`config.mk`:
```
export PLATFORM = sky130hd
export DESIGN_NAME = if_id_fetch_flat
export DESIGN_NICKNAME = d
export VERILOG_FILES = /design/src/rtl/if_id_fetch_pkg.sv /design/src/rtl/if_id_fetch_if.sv /design/src/rtl/if_id_fetch_if_id_reg.sv /design/src/rtl/if_id_fetch.sv /design/src/flat_wrapper.sv
export SDC_FILE = /design/constraint.sdc
export NUM_CORES = 1
export LEC_CHECK = 0
export ABC_AREA = 1
export CAP_MARGIN = 0
export CORE_ASPECT_RATIO = 0.6
export CORE_MARGIN = 8
export CORE_UTILIZATION = 44
export CTS_BUF_LIST = sky130_fd_sc_hd__clkbuf_4
export DETAILED_ROUTE_END_ITERATION = 12
export GPL_ROUTABILITY_DRIVEN = 0
export GPL_TIMING_DRIVEN = 1
export PLACE_DENSITY = 0.79
export SLEW_MARGIN = 20
export SYNTH_ARGS = -nofsm -noshare
export SYNTH_HDL_FRONTEND = slang
export SYNTH_HIERARCHICAL = 1
export SYNTH_SLANG_ARGS = --single-unit
export TNS_END_PERCENT = 30
```
`constraint.sdc`:
```
create_clock -name cpu_clk -period 2.3 [get_ports cpu_clk]
set_input_delay 0.23 -clock cpu_clk [delete_from_list [all_inputs] [get_ports cpu_clk]]
set_output_delay 0.23 -clock cpu_clk [all_outputs]
set_load 0.05 [all_outputs]
```
`src/rtl/if_id_fetch_pkg.sv`:
```
// Shared constants and IF/ID select encoding for the miniRV fetch stage.
package if_id_fetch_pkg;

    // Bubble encoding: addi x0,x0,0
    localparam logic [31:0] NOP_INST        = 32'h0000_0013;
    // Opcode bit set for every control-transfer (jal/jalr/B-type)
    localparam int          OPCODE_CTRL_BIT = 6;
    localparam logic [31:0] RESET_PC_DEF    = 32'h0000_0000;
    // Marks a bubble in ID; never a fetchable (word-aligned) address
    localparam logic [31:0] BUBBLE_PC_DEF   = 32'hFFFF_FFFF;

    // What the IF/ID register does this cycle; exactly one counter follows it
    typedef enum logic [1:0] {
        IFID_LOAD   = 2'd0,
        IFID_BUBBLE = 2'd1,
        IFID_HOLD   = 2'd2
    } ifid_sel_e;

    // Stall beats duplicate-squash, which beats a normal load
    function automatic ifid_sel_e ifid_select(input logic stall, input logic duplicate);
        if (stall)
            return IFID_HOLD;
        else if (duplicate)
            return IFID_BUBBLE;
        else
            return IFID_LOAD;
    endfunction

endpackage

```
`src/rtl/if_id_fetch_if.sv`:
```
// Fetch-stage signal bundle: hazard unit / ROM side is master, fetch block is slave.
interface if_id_fetch_if #(
    parameter int IROM_AW = 14
);
    logic [31:0]        IF_npc;
    logic               dpc_control;
    logic [IROM_AW-1:0] irom_addr;
    logic [31:0]        irom_inst;
    logic [31:0]        IF_pc;
    logic [31:0]        IF_inst;
    logic [31:0]        ID_pc;
    logic [31:0]        ID_inst;
    logic               ID_valid;
    logic [31:0]        fetch_cnt;
    logic [31:0]        bubble_cnt;
    logic [31:0]        stall_cnt;

    modport master (
        output IF_npc, dpc_control, irom_inst,
        input  irom_addr, IF_pc, IF_inst, ID_pc, ID_inst, ID_valid,
               fetch_cnt, bubble_cnt, stall_cnt
    );

    modport slave (
        input  IF_npc, dpc_control, irom_inst,
        output irom_addr, IF_pc, IF_inst, ID_pc, ID_inst, ID_valid,
               fetch_cnt, bubble_cnt, stall_cnt
    );
endinterface

```
`src/rtl/if_id_fetch_if_id_reg.sv`:
```
// IF/ID pipeline register with hold / bubble / load selection.
module if_id_fetch_if_id_reg
    import if_id_fetch_pkg::*;
#(
    parameter logic [31:0] BUBBLE_PC = BUBBLE_PC_DEF,
    parameter logic [31:0] NOP_VAL   = NOP_INST
) (
    input  logic        clk,
    input  logic        srst,
    input  logic        dpc_control,
    input  logic [31:0] if_pc,
    input  logic [31:0] if_inst,
    output logic [31:0] id_pc,
    output logic [31:0] id_inst,
    output logic        id_valid,
    output ifid_sel_e   sel
);

    logic [31:0] id_pc_reg;
    logic [31:0] id_inst_reg;
    logic        id_valid_reg;

    // A held control transfer shows up as IF re-presenting the PC already in ID
    always_comb begin
        sel = ifid_select(dpc_control, id_valid_reg && (id_pc_reg == if_pc));
    end

    // IF/ID state update
    always_ff @(posedge clk) begin
        if (srst) begin
            id_pc_reg    <= BUBBLE_PC;
            id_inst_reg  <= NOP_VAL;
            id_valid_reg <= 1'b0;
        end else begin
            case (sel)
                IFID_HOLD: begin
                    id_pc_reg    <= id_pc_reg;
                    id_inst_reg  <= id_inst_reg;
                    id_valid_reg <= id_valid_reg;
                end
                IFID_BUBBLE: begin
                    id_pc_reg    <= BUBBLE_PC;
                    id_inst_reg  <= NOP_VAL;
                    id_valid_reg <= 1'b0;
                end
                default: begin
                    id_pc_reg    <= if_pc;
                    id_inst_reg  <= if_inst;
                    id_valid_reg <= 1'b1;
                end
            endcase
        end
    end

    assign id_pc    = id_pc_reg;
    assign id_inst  = id_inst_reg;
    assign id_valid = id_valid_reg;

endmodule

```
`src/rtl/if_id_fetch.sv`:
```
// miniRV fetch stage: PC register, instruction-ROM addressing, IF/ID register, perf counters.
module if_id_fetch
    import if_id_fetch_pkg::*;
#(
    parameter logic [31:0] RESET_PC  = RESET_PC_DEF,
    parameter logic [31:0] BUBBLE_PC = BUBBLE_PC_DEF,
    parameter int          IROM_AW   = 14,
    parameter logic [31:0] NOP_VAL   = NOP_INST
) (
    input  logic          cpu_clk,
    input  logic          cpu_rst,
    if_id_fetch_if.slave  bus
);

    logic [31:0] pc_reg;
    logic [31:0] fetch_cnt_reg;
    logic [31:0] bubble_cnt_reg;
    logic [31:0] stall_cnt_reg;
    ifid_sel_e   ifid_sel;

    // PC follows IF_npc unconditionally; holds are the hazard unit's job
    always_ff @(posedge cpu_clk) begin
        if (cpu_rst)
            pc_reg <= RESET_PC;
        else
            pc_reg <= bus.IF_npc;
    end

    // ROM is word addressed; PC[1:0] are dropped without any alignment check
    assign bus.irom_addr = pc_reg[IROM_AW+1:2];
    assign bus.IF_pc     = pc_reg;
    assign bus.IF_inst   = bus.irom_inst;

    if_id_fetch_if_id_reg #(
        .BUBBLE_PC (BUBBLE_PC),
        .NOP_VAL   (NOP_VAL)
    ) u_if_id_reg (
        .clk         (cpu_clk),
        .srst        (cpu_rst),
        .dpc_control (bus.dpc_control),
        .if_pc       (pc_reg),
        .if_inst     (bus.irom_inst),
        .id_pc       (bus.ID_pc),
        .id_inst     (bus.ID_inst),
        .id_valid    (bus.ID_valid),
        .sel         (ifid_sel)
    );

    // Exactly one counter advances per cycle, mirroring the IF/ID action
    always_ff @(posedge cpu_clk) begin
        if (cpu_rst) begin
            fetch_cnt_reg  <= '0;
            bubble_cnt_reg <= '0;
            stall_cnt_reg  <= '0;
        end else begin
            case (ifid_sel)
                IFID_HOLD:   stall_cnt_reg  <= stall_cnt_reg + 32'd1;
                IFID_BUBBLE: bubble_cnt_reg <= bubble_cnt_reg + 32'd1;
                default:     fetch_cnt_reg  <= fetch_cnt_reg + 32'd1;
            endcase
        end
    end

    assign bus.fetch_cnt  = fetch_cnt_reg;
    assign bus.bubble_cnt = bubble_cnt_reg;
    assign bus.stall_cnt  = stall_cnt_reg;

endmodule

```
`src/flat_wrapper.sv`:
```
// flat-port wrapper written by rule: the top's interface ports become plain ports
module if_id_fetch_flat import if_id_fetch_pkg::*;
#(
    parameter logic [31:0] RESET_PC  = RESET_PC_DEF,
    parameter logic [31:0] BUBBLE_PC = BUBBLE_PC_DEF,
    parameter int          IROM_AW   = 14,
    parameter logic [31:0] NOP_VAL   = NOP_INST
)
  (cpu_clk, cpu_rst, bus_IF_npc, bus_dpc_control, bus_irom_inst, bus_irom_addr, bus_IF_pc, bus_IF_inst, bus_ID_pc, bus_ID_inst, bus_ID_valid, bus_fetch_cnt, bus_bubble_cnt, bus_stall_cnt);
  if_id_fetch_if #(.IROM_AW(IROM_AW)) bus_i ();
  input  logic cpu_clk;
  input  logic cpu_rst;
  input wire logic [$bits(bus_i.IF_npc)-1:0] bus_IF_npc;
  input wire logic [$bits(bus_i.dpc_control)-1:0] bus_dpc_control;
  input wire logic [$bits(bus_i.irom_inst)-1:0] bus_irom_inst;
  output wire logic [$bits(bus_i.irom_addr)-1:0] bus_irom_addr;
  output wire logic [$bits(bus_i.IF_pc)-1:0] bus_IF_pc;
  output wire logic [$bits(bus_i.IF_inst)-1:0] bus_IF_inst;
  output wire logic [$bits(bus_i.ID_pc)-1:0] bus_ID_pc;
  output wire logic [$bits(bus_i.ID_inst)-1:0] bus_ID_inst;
  output wire logic [$bits(bus_i.ID_valid)-1:0] bus_ID_valid;
  output wire logic [$bits(bus_i.fetch_cnt)-1:0] bus_fetch_cnt;
  output wire logic [$bits(bus_i.bubble_cnt)-1:0] bus_bubble_cnt;
  output wire logic [$bits(bus_i.stall_cnt)-1:0] bus_stall_cnt;
  assign bus_i.IF_npc = bus_IF_npc;
  assign bus_i.dpc_control = bus_dpc_control;
  assign bus_i.irom_inst = bus_irom_inst;
  assign bus_irom_addr = bus_i.irom_addr;
  assign bus_IF_pc = bus_i.IF_pc;
  assign bus_IF_inst = bus_i.IF_inst;
  assign bus_ID_pc = bus_i.ID_pc;
  assign bus_ID_inst = bus_i.ID_inst;
  assign bus_ID_valid = bus_i.ID_valid;
  assign bus_fetch_cnt = bus_i.fetch_cnt;
  assign bus_bubble_cnt = bus_i.bubble_cnt;
  assign bus_stall_cnt = bus_i.stall_cnt;
  if_id_fetch #(.RESET_PC(RESET_PC), .BUBBLE_PC(BUBBLE_PC), .IROM_AW(IROM_AW), .NOP_VAL(NOP_VAL)) u_core (.cpu_clk(cpu_clk), .cpu_rst(cpu_rst), .bus(bus_i));
endmodule
```
==> results.cfg, run 1 <==
[status]
outcome = finished with violations
violations = negative setup slack

[setup_path]
reg2reg_to = u_core/bus.fetch_cnt[26]$_SDFFE_PP0N_
path_depth = 17
crit_chain = inv_2, nand2_4, nand2_2, nor3b_4, nand2_1, nor3_2, nand3_1, nor2_2, inv_2, ha_4, nand3_4, nor2_4, nand2_4, nor2_4, nand3_2, nand2_1, nor2_1
end_kind = register
cp.required_ns = 2.76
path_max_fanout = 6
cpPeakStageDelay_ns = 0.38
rrSetupSlack_ns = -0.16
path_buf_inv = 2
cp-start-kind = register
crit_type = reg2reg
crit_arrival_ns = 2.92
worstReg2RegStart = u_core/bus.IF_pc[9]$_SDFF_PP0_
reg2reg_depth = 17
path_delay_family = simple AND/OR/NAND/NOR gates
cp_slowest_cell = dfxtp_4

[worst_hold_path]
min_to = u_core/bus.IF_pc[0]$_SDFF_PP0_
hp-start = bus_IF_npc[0]
hold_path_depth = 3
hold_path_class = in2reg

[synthesis]
avgSynthCellArea_sq_um = 6.653
synthArstFlopShare_pct = 0
yosysWarnings = 6
synthSimpleGateAreaFrac_pct = 42.36
synth.top_cell.area_share_pct = 38.13
synth.distinct_cells = 41
yosys.area_share.xor_xnor_pct = 0.8644
postSynthCellCount = 1523
synth_common_cells = 422 x nand2_1, 223 x nor2_1, 193 x dfxtp_1
synth_top_area_cell = dfxtp_1
netlist_area_sq_mm = 0.01013
synth_edf_count = 0
synthAdderAreaFrac_pct = 0.6174
seq_area_frac_synth_pct = 38.13
synth.most_common_cell = nand2_1
synth_compound_area_share_pct = 5.483
synth_mux_area_share_pct = 0
synth_flop_cell = dfxtp_1
synth_area_leaders = dfxtp_1 38%, nand2_1 16%, nor2_1 8.3%
syn_nets = 1595
synth_top_family_by_area = simple AND/OR/NAND/NOR gates
ys_seq_elements = 193

[timing]
slew_headroom_pct = 39.51
setup_ws_ns = -0.1600
min_period_over_period_pct = 107.0
tightest_slew_ns = 0.9074
final_max_slew_viol_count = 0
rsz0062_at_grt = yes
period_needed_ns = 2.460
finalHoldViolations = 0
skew_ns = 0.03607
setup_violations = 41
max_freq_ghz = 0.4065

[pwr]
clockPowerShare_pct = 24.4
power_mw = 6.778
power_density_mw_per_mm2 = 466.1
pwr-share-seq_pct = 52.2
p_leak_nw = 6.283
p_sw_share_pct = 33.48
p_sw_mw = 2.269
internal_power_mw = 4.509
p_comb_share_pct = 23.4
ir_drop_uv = 485.4

[clock_tree]
htreeDepth = 4
clk_pin_slew_ns = 0.16
clock_sinks = 193
numCtsBuffers = 17
clock_path_buffers = 2
clock_latency_ns = 0.59
cts_tree = yes
cts_root_buffer = clkbuf_4

[die]
fp.dieH_um = 133.5
initial_utilization_pct = 44.31
coreArea_sq_mm = 0.02287
die_w_um = 211.9
rows = 43
die_area_sq_mm = 0.02830
boundaryPins = 306

[global_routing]
grt_max_degree = 73
overflow = 0
first_global_vias = 9954
track_usage_pct = 23.73
antenna_found_initial = 2
grt_pass1_wl_um = 54250

[finish]
ff_latch_area_sq_mm = 0.003975
syn_to_final_growth_pct = 43.54
drive_above_1_share_pct = 20.13
nets = 1928
nFillCells = 2013
multiInputGateArea_sq_mm = 0.005366
fin_area_sq_mm = 0.01454

[drt]
post_drt_wl_per_cell_um = 16.29
ant_nets = 0
drt_wl_total_um = 35590
drc = 0
viasPerCell = 5.085
dr.first_iter.drc_count = 1097
first_pass_iters = 7
vias = 11110

[flow_run]
drv_cap = 0

[placed_design]
port_buffers = 305
place_area_sq_mm = 0.01386
dpl.hpwl_um = 27040
## metrics by stage
stage	TNS, ns	utilization, %	instances	hold slack (ns)	worst slack [ns]
5_1_grt	-7.670	63.61	2185	0.07255	-0.2886
2_1_floorplan	-0.004660	-	1523	0.3273	-0.004660
3_3_place_gp	-5.911	60.61	2144	0.4417	-0.2159
4_1_cts	-1.249	62.37	2181	0.06862	-0.1048
3_5_place_dp	-10.26	60.61	2144	0.4459	-0.3330
6_report	-2.762	63.61	2185	0.1304	-0.1600
## cells by family (layout without fill, tap and decap cells)
group           after synthesis  after routing
simple gates                929            929
buf+inv                     279            624
flops                       193            193
compound gates              107            107
xor+xnor                     10             10
fa+ha+maj                     5              5
other cells                   0              2
## area by class of cell
class / count / share of cell area (%)
clock inverter: 10 / 0.4215
inverter: 187 / 4.861
multi-input combinational: 1051 / 36.90
timing repair buffer: 406 / 26.66
sequential: 193 / 27.33
tap: 315 / 2.710
antenna: 2 / 0.03441
clock buffer: 21 / 1.084
## how the worst max path moves through the flow
stage,startpoint,end,slack [ns]
global route,u_core/bus.IF_pc[31]$_SDFF_PP0_,u_core/bus.fetch_cnt[28]$_SDFFE_PP0N_,-0.29
finish,u_core/bus.IF_pc[9]$_SDFF_PP0_,u_core/bus.fetch_cnt[26]$_SDFFE_PP0N_,-0.16
detailed placement,u_core/u_if_id_reg/id_pc[24]$_SDFFE_PP1P_,u_core/bus.fetch_cnt[26]$_SDFFE_PP0N_,-0.33
floorplan,u_core/bus.IF_pc[9]$_SDFF_PP0_,u_core/bus.fetch_cnt[26]$_SDFFE_PP0N_,-0.005
CTS,u_core/bus.IF_pc[6]$_SDFF_PP0_,u_core/bus.fetch_cnt[26]$_SDFFE_PP0N_,-0.10
global placement,u_core/u_if_id_reg/id_pc[13]$_SDFFE_PP1P_,u_core/bus.fetch_cnt[30]$_SDFFE_PP0N_,-0.22
## worst register-to-register path: stages, from the launching register on
cell	delay [ns]
dfxtp_4	0.38
inv_2	0.06
nand2_4	0.07
nand2_2	0.08
nor3b_4	0.18
nand2_1	0.10
nor3_2	0.16
nand3_1	0.10
nor2_2	0.16
inv_2	0.06
ha_4	0.31
nand3_4	0.08
nor2_4	0.16
nand2_4	0.08
nor2_4	0.17
nand3_2	0.09
nand2_1	0.08
nor2_1	0.04
## per-layer routing
| metal | up-vias | GRT usage (%) | wire, um |
|---|---|---|---|
| met5 | - | 0 | 0 |
| met4 | 0 | 6.462 | 793 |
| met3 | 49 | 7.835 | 4132 |
| met2 | 559 | 35.55 | 15130 |
| met1 | 5107 | 32.17 | 15530 |
| li1 | 5396 | - | - |
## cell usage in the layout (no fill, tap or decap), drive strengths merged, types with 3 or more instances in the layout
| cell type | instances |
|---|---|
| buf | 102 |
| nand3 | 137 |
| clkinv | 5 |
| clkdlybuf4s50 | 295 |
| nor3 | 21 |
| inv | 190 |
| nand4 | 38 |
| nor2 | 270 |
| a31oi | 3 |
| o21ai | 22 |
| xnor2 | 8 |
| or2 | 7 |
| ha | 5 |
| dfxtp | 193 |
| nand2 | 436 |
| nor3b | 4 |
| a21oi | 76 |
| clkbuf | 21 |
| dlymetal6s2s | 8 |
| nand3b | 11 |
## power by group through the flow
| stage | registers, mW | logic (mW) | clock network, mW |
|---|---|---|---|
| finish | 3.54 | 1.59 | 1.65 |
| global route | 3.56 | 1.67 | 1.84 |
| CTS | 3.54 | 1.57 | 1.70 |
| detailed placement | 3.61 | 1.55 | 0 |
| global placement | 3.60 | 1.53 | 0 |
| floorplan | 3.98 | 0.577 | 0 |
## timing repair
| item | 4_1_cts | 5_1_grt |
|---|---|---|
| hold buffers | 1 | 0 |
| setup endpoints to repair | 76 | 90 |
| endpoints found under the hold margin | 14 | 0 |
| gates resized for setup | 38 | 75 |
| buffers inserted | 5 | 2 |
| pin swaps | 21 | 42 |
(Power assumes the default switching activity.)
==> inputs of run 2 (changes only) <==
--- a/config.mk
+++ b/config.mk
@@ -13,8 +13,7 @@
 export CTS_BUF_LIST = sky130_fd_sc_hd__clkbuf_4
 export DETAILED_ROUTE_END_ITERATION = 12
 export GPL_ROUTABILITY_DRIVEN = 0
-export GPL_TIMING_DRIVEN = 1
-export PLACE_DENSITY = 0.79
+export PLACE_DENSITY_LB_ADDON = 0.3
 export SLEW_MARGIN = 20
 export SYNTH_ARGS = -nofsm -noshare
 export SYNTH_HDL_FRONTEND = slang
==> run 2 against run 1 <==
The flow still finishes with violations (negative setup slack). Critical path depth stayed put. Utilization up 1.0 points. Worst setup slack lost 0.024 ns. Via count up 0.45%. Die area did not move. Cell count is 0.55% higher.
==> results.cfg, run 2 (synthesized netlist as in run 1, its figures left out) <==
[status]
outcome = finished with violations
violations = negative setup slack

[global_routing]
grt_max_degree = 73
antenna_found_initial = 1
first_global_vias = 10080
track_usage_pct = 24.12
overflow = 0
grt_pass1_wl_um = 54870

[clock_tree]
cts_tree = yes
clock_path_buffers = 2
numCtsBuffers = 17
htreeDepth = 4
cts_root_buffer = clkbuf_4
clock_latency_ns = 0.60
clock_sinks = 193
clk_pin_slew_ns = 0.16

[setup_path]
path_max_fanout = 6
crit_arrival_ns = 3.01
end_kind = register
cp-start-kind = register
worstReg2RegStart = u_core/u_if_id_reg/id_pc[24]$_SDFFE_PP1P_
reg2reg_depth = 17
reg2reg_to = u_core/bus.fetch_cnt[28]$_SDFFE_PP0N_
rrSetupSlack_ns = -0.18
crit_type = reg2reg
cp.required_ns = 2.83

[finish]
most-common-layout-cells = 402 x nand2_1, 290 x clkdlybuf4s50_1, 200 x nor2_1
nFillCells = 2023
multiInputGateArea_sq_mm = 0.005424
ff_latch_area_sq_mm = 0.003976
nets = 1942
fin_area_sq_mm = 0.01478
drive_above_1_share_pct = 21.48
final_common_cell = nand2_1
syn_to_final_growth_pct = 45.84

[timing]
max_freq_ghz = 0.4025
setup_ws_ns = -0.1844
finalHoldViolations = 0
rsz0062_at_grt = yes
min_period_over_period_pct = 108.0
period_needed_ns = 2.484
skew_ns = 0.02413
final_max_slew_viol_count = 0
tightest_slew_ns = 0.9312
slew_headroom_pct = 37.92
tns_ns = -3.314
setup_violations = 42

[placed_design]
port_buffers = 305
place_area_sq_mm = 0.01391
pre_cts_ws_ns = -0.2413
dpl.hpwl_um = 26850

[worst_hold_path]
hold_path_class = in2reg
hold_path_depth = 3
hp-start = bus_IF_npc[22]
min_to = u_core/bus.IF_pc[22]$_SDFF_PP0_

[drt]
drc = 0
ant_nets = 0
dr.first_iter.drc_count = 925
post_drt_wl_per_cell_um = 16.54
viasPerCell = 5.080
first_pass_iters = 6
drt_wl_total_um = 36330
vias = 11160

[die]
coreArea_sq_mm = 0.02287
die_w_um = 211.9
fp.dieH_um = 133.5
initial_utilization_pct = 44.31
die_area_sq_mm = 0.02830
rows = 43
boundaryPins = 306

[pwr]
p_leak_nw = 6.425
power_mw = 7.080
power_density_mw_per_mm2 = 479.1
ir_drop_uv = 422.5

[flow_run]
drv_cap = 0
run 2: cell count changes in the layout (fill, tap and decap cells not counted), sizes merged:
cell | before | now
clkdlybuf4s50 | 295 | 290
bufinv | 0 | 3
dlymetal6s2s | 8 | 13
clkbuf | 21 | 19
inv | 190 | 187
clkinvlp | 2 | 3
diode | 2 | 1
buf | 102 | 116
run 2: how the worst max path moves through the flow:
stage,startpoint,endpoint,slack [ns],cells past startpoint
finish,u_core/u_if_id_reg/id_pc[24]$_SDFFE_PP1P_,u_core/bus.fetch_cnt[28]$_SDFFE_PP0N_,-0.18,17
global route,u_core/u_if_id_reg/id_pc[29]$_SDFFE_PP1P_,u_core/bus.fetch_cnt[28]$_SDFFE_PP0N_,-0.32,18
CTS,u_core/u_if_id_reg/id_pc[31]$_SDFFE_PP1P_,u_core/bus.fetch_cnt[28]$_SDFFE_PP0N_,-0.13,18
detailed placement,u_core/u_if_id_reg/id_pc[24]$_SDFFE_PP1P_,u_core/bus.bubble_cnt[27]$_SDFFE_PP0N_,-0.24,16
global placement,u_core/u_if_id_reg/id_pc[29]$_SDFFE_PP1P_,u_core/bus.fetch_cnt[30]$_SDFFE_PP0N_,-0.20,17
floorplan,u_core/bus.IF_pc[9]$_SDFF_PP0_,u_core/bus.fetch_cnt[26]$_SDFFE_PP0N_,-0.005,17
run 2: area by class of cell:
class                   count  share of cell area, %
diodes                      1                0.01693
clock buffers              19                 0.9653
clock inverters            11                 0.9568
inverters                 187                  4.818
multi-input cells        1051                  36.71
flip-flops and latches    193                  26.91
well taps                 315                  2.667
repair buffers            420                  26.96
run 2: metrics by stage:
step	hold WS (ns)	utilization, %	cells
after floorplan	0.3273	-	1523
after global placement	0.4420	60.84	2151
after detailed placement	0.4457	60.84	2151
after CTS	0.07334	63.27	2188
after global routing	0.05212	64.62	2197
final	0.1157	64.62	2197
run 2: worst max-delay path, cell delays in order (launching register included):
cell and delay [ns]:
dfxtp_4 0.38, inv_4 0.07, nor2_4 0.03, inv_2 0.05, nand4_1 0.20, nor4_2 0.29
nand3_2 0.13, nor2_4 0.13, inv_2 0.06, ha_4 0.33, nand3_4 0.08, nor2_4 0.18
nand2_2 0.09, nor2_4 0.15, nand2_1 0.07, nand2_1 0.06, inv_1 0.04, nor2_1 0.08
run 2: per-layer routing:
metal  vias up  global-route usage, %  wire length [um]
met3        24                  7.530              3629
met2       521                  36.83             16190
met1      5201                  33.47             16230
li1       5415                      -                 -
met5         -                      0                 0
met4         0                  3.692               284
run 2: what timing repair did:
item | 4_1_cts | 5_1_grt
hold endpoints to repair | 19 | 0
setup buffers | 6 | 8
resized for setup | 58 | 71
pin swaps | 45 | 38
hold buffers | 1 | 0
setup endpoints to repair | 67 | 105
run 2: power by group:
group / switching, mW / internal [mW]
logic: 1.01 / 0.605
clock network: 1.17 / 0.758
registers: 0.0865 / 3.46
==> patch: new RTL, config.mk and constraints of run 2 <==
Make the reset (`cpu_rst` and `srst`) asynchronous in 3 clocked blocks.
--- a/src/rtl/if_id_fetch_if_id_reg.sv
+++ b/src/rtl/if_id_fetch_if_id_reg.sv
@@ -26,7 +26,7 @@
     end
 
     // IF/ID state update
-    always_ff @(posedge clk) begin
+    always_ff @(posedge clk or posedge srst) begin
         if (srst) begin
             id_pc_reg    <= BUBBLE_PC;
             id_inst_reg  <= NOP_VAL;
--- a/src/rtl/if_id_fetch.sv
+++ b/src/rtl/if_id_fetch.sv
@@ -19,7 +19,7 @@
     ifid_sel_e   ifid_sel;
 
     // PC follows IF_npc unconditionally; holds are the hazard unit's job
-    always_ff @(posedge cpu_clk) begin
+    always_ff @(posedge cpu_clk or posedge cpu_rst) begin
         if (cpu_rst)
             pc_reg <= RESET_PC;
         else
@@ -47,7 +47,7 @@
     );
 
     // Exactly one counter advances per cycle, mirroring the IF/ID action
-    always_ff @(posedge cpu_clk) begin
+    always_ff @(posedge cpu_clk or posedge cpu_rst) begin
         if (cpu_rst) begin
             fetch_cnt_reg  <= '0;
             bubble_cnt_reg <= '0;
Check against the original RTL: differs if cpu_rst is asserted again (counterexample within 4 cycles, from zero or initial values and one cycle with cpu_rst high); with cpu_rst held inactive, the same outputs for 4 cycles.
==> patch against run 2 <==
The flow still finishes with violations (negative setup slack). Synthesized cell count decreased by 16%. Sequential cell count unchanged. Utilization is 1.9 points higher. Sequential power grew 12%. Total power rose by 21%. Final area increased by 3.1%. Combinational power rose by 78%. First-iteration DRC count shrank 28%. Worst setup slack lost 0.12 ns. Routed wire length fell by 6.7%. Synthesized area grew 0.78%. Critical path type unchanged.
==> patch: results (changes against run 2) <==
- Fin Hold WS: 0.0660 ns (-0.0497 ns)
- Synth cell types: 34 (-17%)
- Synthesized instance count: 1283 (-16%)
- Peak VDD IR: 0.595 mV (+41%)
- WP data arrival: 3.14 ns (+0.13 ns)
- Post-synth top cells: nand2_1 (433), inv_1 (178), dfrtp_1 (158)
- Post-synthesis adder-cell area fraction: 0.00613 (-0.0000477)
- Synth Area in Compound Gates: 0.00196 (-0.0529)
- Final clock skew: 0.0228 ns (-0.00135 ns)
- Final setup viols: 65 (+55%)
- XOR/XNOR Fraction of Synth Area: 0.0496 (+0.0410)
- GRT Util Overall: 0.233 (-0.00841)
- Worst Hold Depth: 1 (-2)
- FFs w/ async S/R, synth: 1.00 (+1.00)
- Status: finished with violations
- Initial DRC count: 668 (-28%)
- Failing checks: negative setup slack
- Share of cells above drive strength 1: 0.208 (-0.00708)
- Crit Path Max Fanout: 4 (-2)
- P_sw: 3.41 mW (+51%)
- Worst r2r path cells: 14 (-3)
- Sequential element share of the synthesized area: 0.477 (+0.0959)
- Largest stage delay, worst path: 0.57 ns (+0.19 ns)
- Worst slew pin tran: 0.688 ns (-0.243 ns)
- Synth area leaders: dfrtp_1 (39%), nand2_1 (16%), dfstp_2 (9.0%)
- PnR worst setup slack: -0.308 ns (-0.123 ns)
patch: timing repair:
item,4_1_cts,5_1_grt
setup buffers,8,5
pin swaps,41,39
hold buffers,27,0
cloned,1,0
setup endpoints to repair,124,121
gates resized for setup,100,73
endpoints found under the hold margin,53,0
patch: power by group through the flow:
stage          Clock [mW]  Combinational, mW  Sequential (mW)
6_report             1.76               2.86             3.95
5_1_grt              1.97               3.03             3.99
4_1_cts              1.84               2.84             3.95
3_5_place_dp            0               2.80             4.00
3_3_place_gp            0               2.77             3.99
2_1_floorplan           0              0.817             4.84
patch: path summary, 6_finish.rpt:
path | from | endpoint
setup reg to reg | u_core/u_if_id_reg/id_pc[18] | u_core/bus.bubble_cnt[8]
setup / recovery | u_core/u_if_id_reg/id_pc[18] | u_core/bus.bubble_cnt[8]
hold reg to reg | u_core/u_if_id_reg/id_inst[23] | u_core/u_if_id_reg/id_inst[23]
max in group asynchronous | cpu_rst | u_core/bus.fetch_cnt[8]
hold / removal | bus_IF_npc[25] | u_core/bus.IF_pc[25]
min in group asynchronous | cpu_rst | u_core/bus.stall_cnt[27]
patch: final cells by class:
| type | count | area [µm²] | area share |
|---|---|---|---|
| Clock buffer | 17 | 128 | 0.00838 |
| Multi-Input combinational cell | 838 | 4560 | 0.299 |
| Antenna cell | 1 | 2.50 | 0.000164 |
| Clock inverter | 15 | 126 | 0.00829 |
| Timing Repair Buffer | 467 | 4450 | 0.292 |
| Sequential cell | 193 | 4870 | 0.320 |
| Tap cell | 315 | 394 | 0.0259 |
| Inverter | 184 | 704 | 0.0462 |
patch: critical path, delay by kind of cell, from the launching register on:
family                   cells  cell delay (ns)
XOR/XNOR                     2             0.29
adder cells (fa/ha/maj)      1             0.18
buffers and inverters        3             0.37
flip-flops                   1             0.57
AND/OR/NAND/NOR              8             1.14
patch: cell families after synthesis:
| group | after synthesis |
|---|---|
| adder cells (fa/ha/maj) | 5 |
| flip-flops | 193 |
| AO/OA/AOI/OAI | 4 |
| buffers and inverters | 253 |
| XOR/XNOR | 57 |
| AND/OR/NAND/NOR | 771 |
patch: through the flow:
step | instance area (µm²) | setup slack, ns | total power, mW
2_1_floorplan | 10200 | -0.299 | 5.66
3_3_place_gp | 14100 | -0.664 | 6.77
3_5_place_dp | 14100 | -0.654 | 6.80
4_1_cts | 15000 | -0.247 | 8.63
5_1_grt | 15200 | -0.479 | 8.98
6_report | 15200 | -0.308 | 8.57
patch: routing by layer:
metal  vias up  track usage  part of all wire
met1      4624        0.310              0.44
met2       393        0.363              0.45
li1       4727            -                 -
met4         0       0.0749             0.024
met5         -            0                 0
met3        42       0.0662             0.084
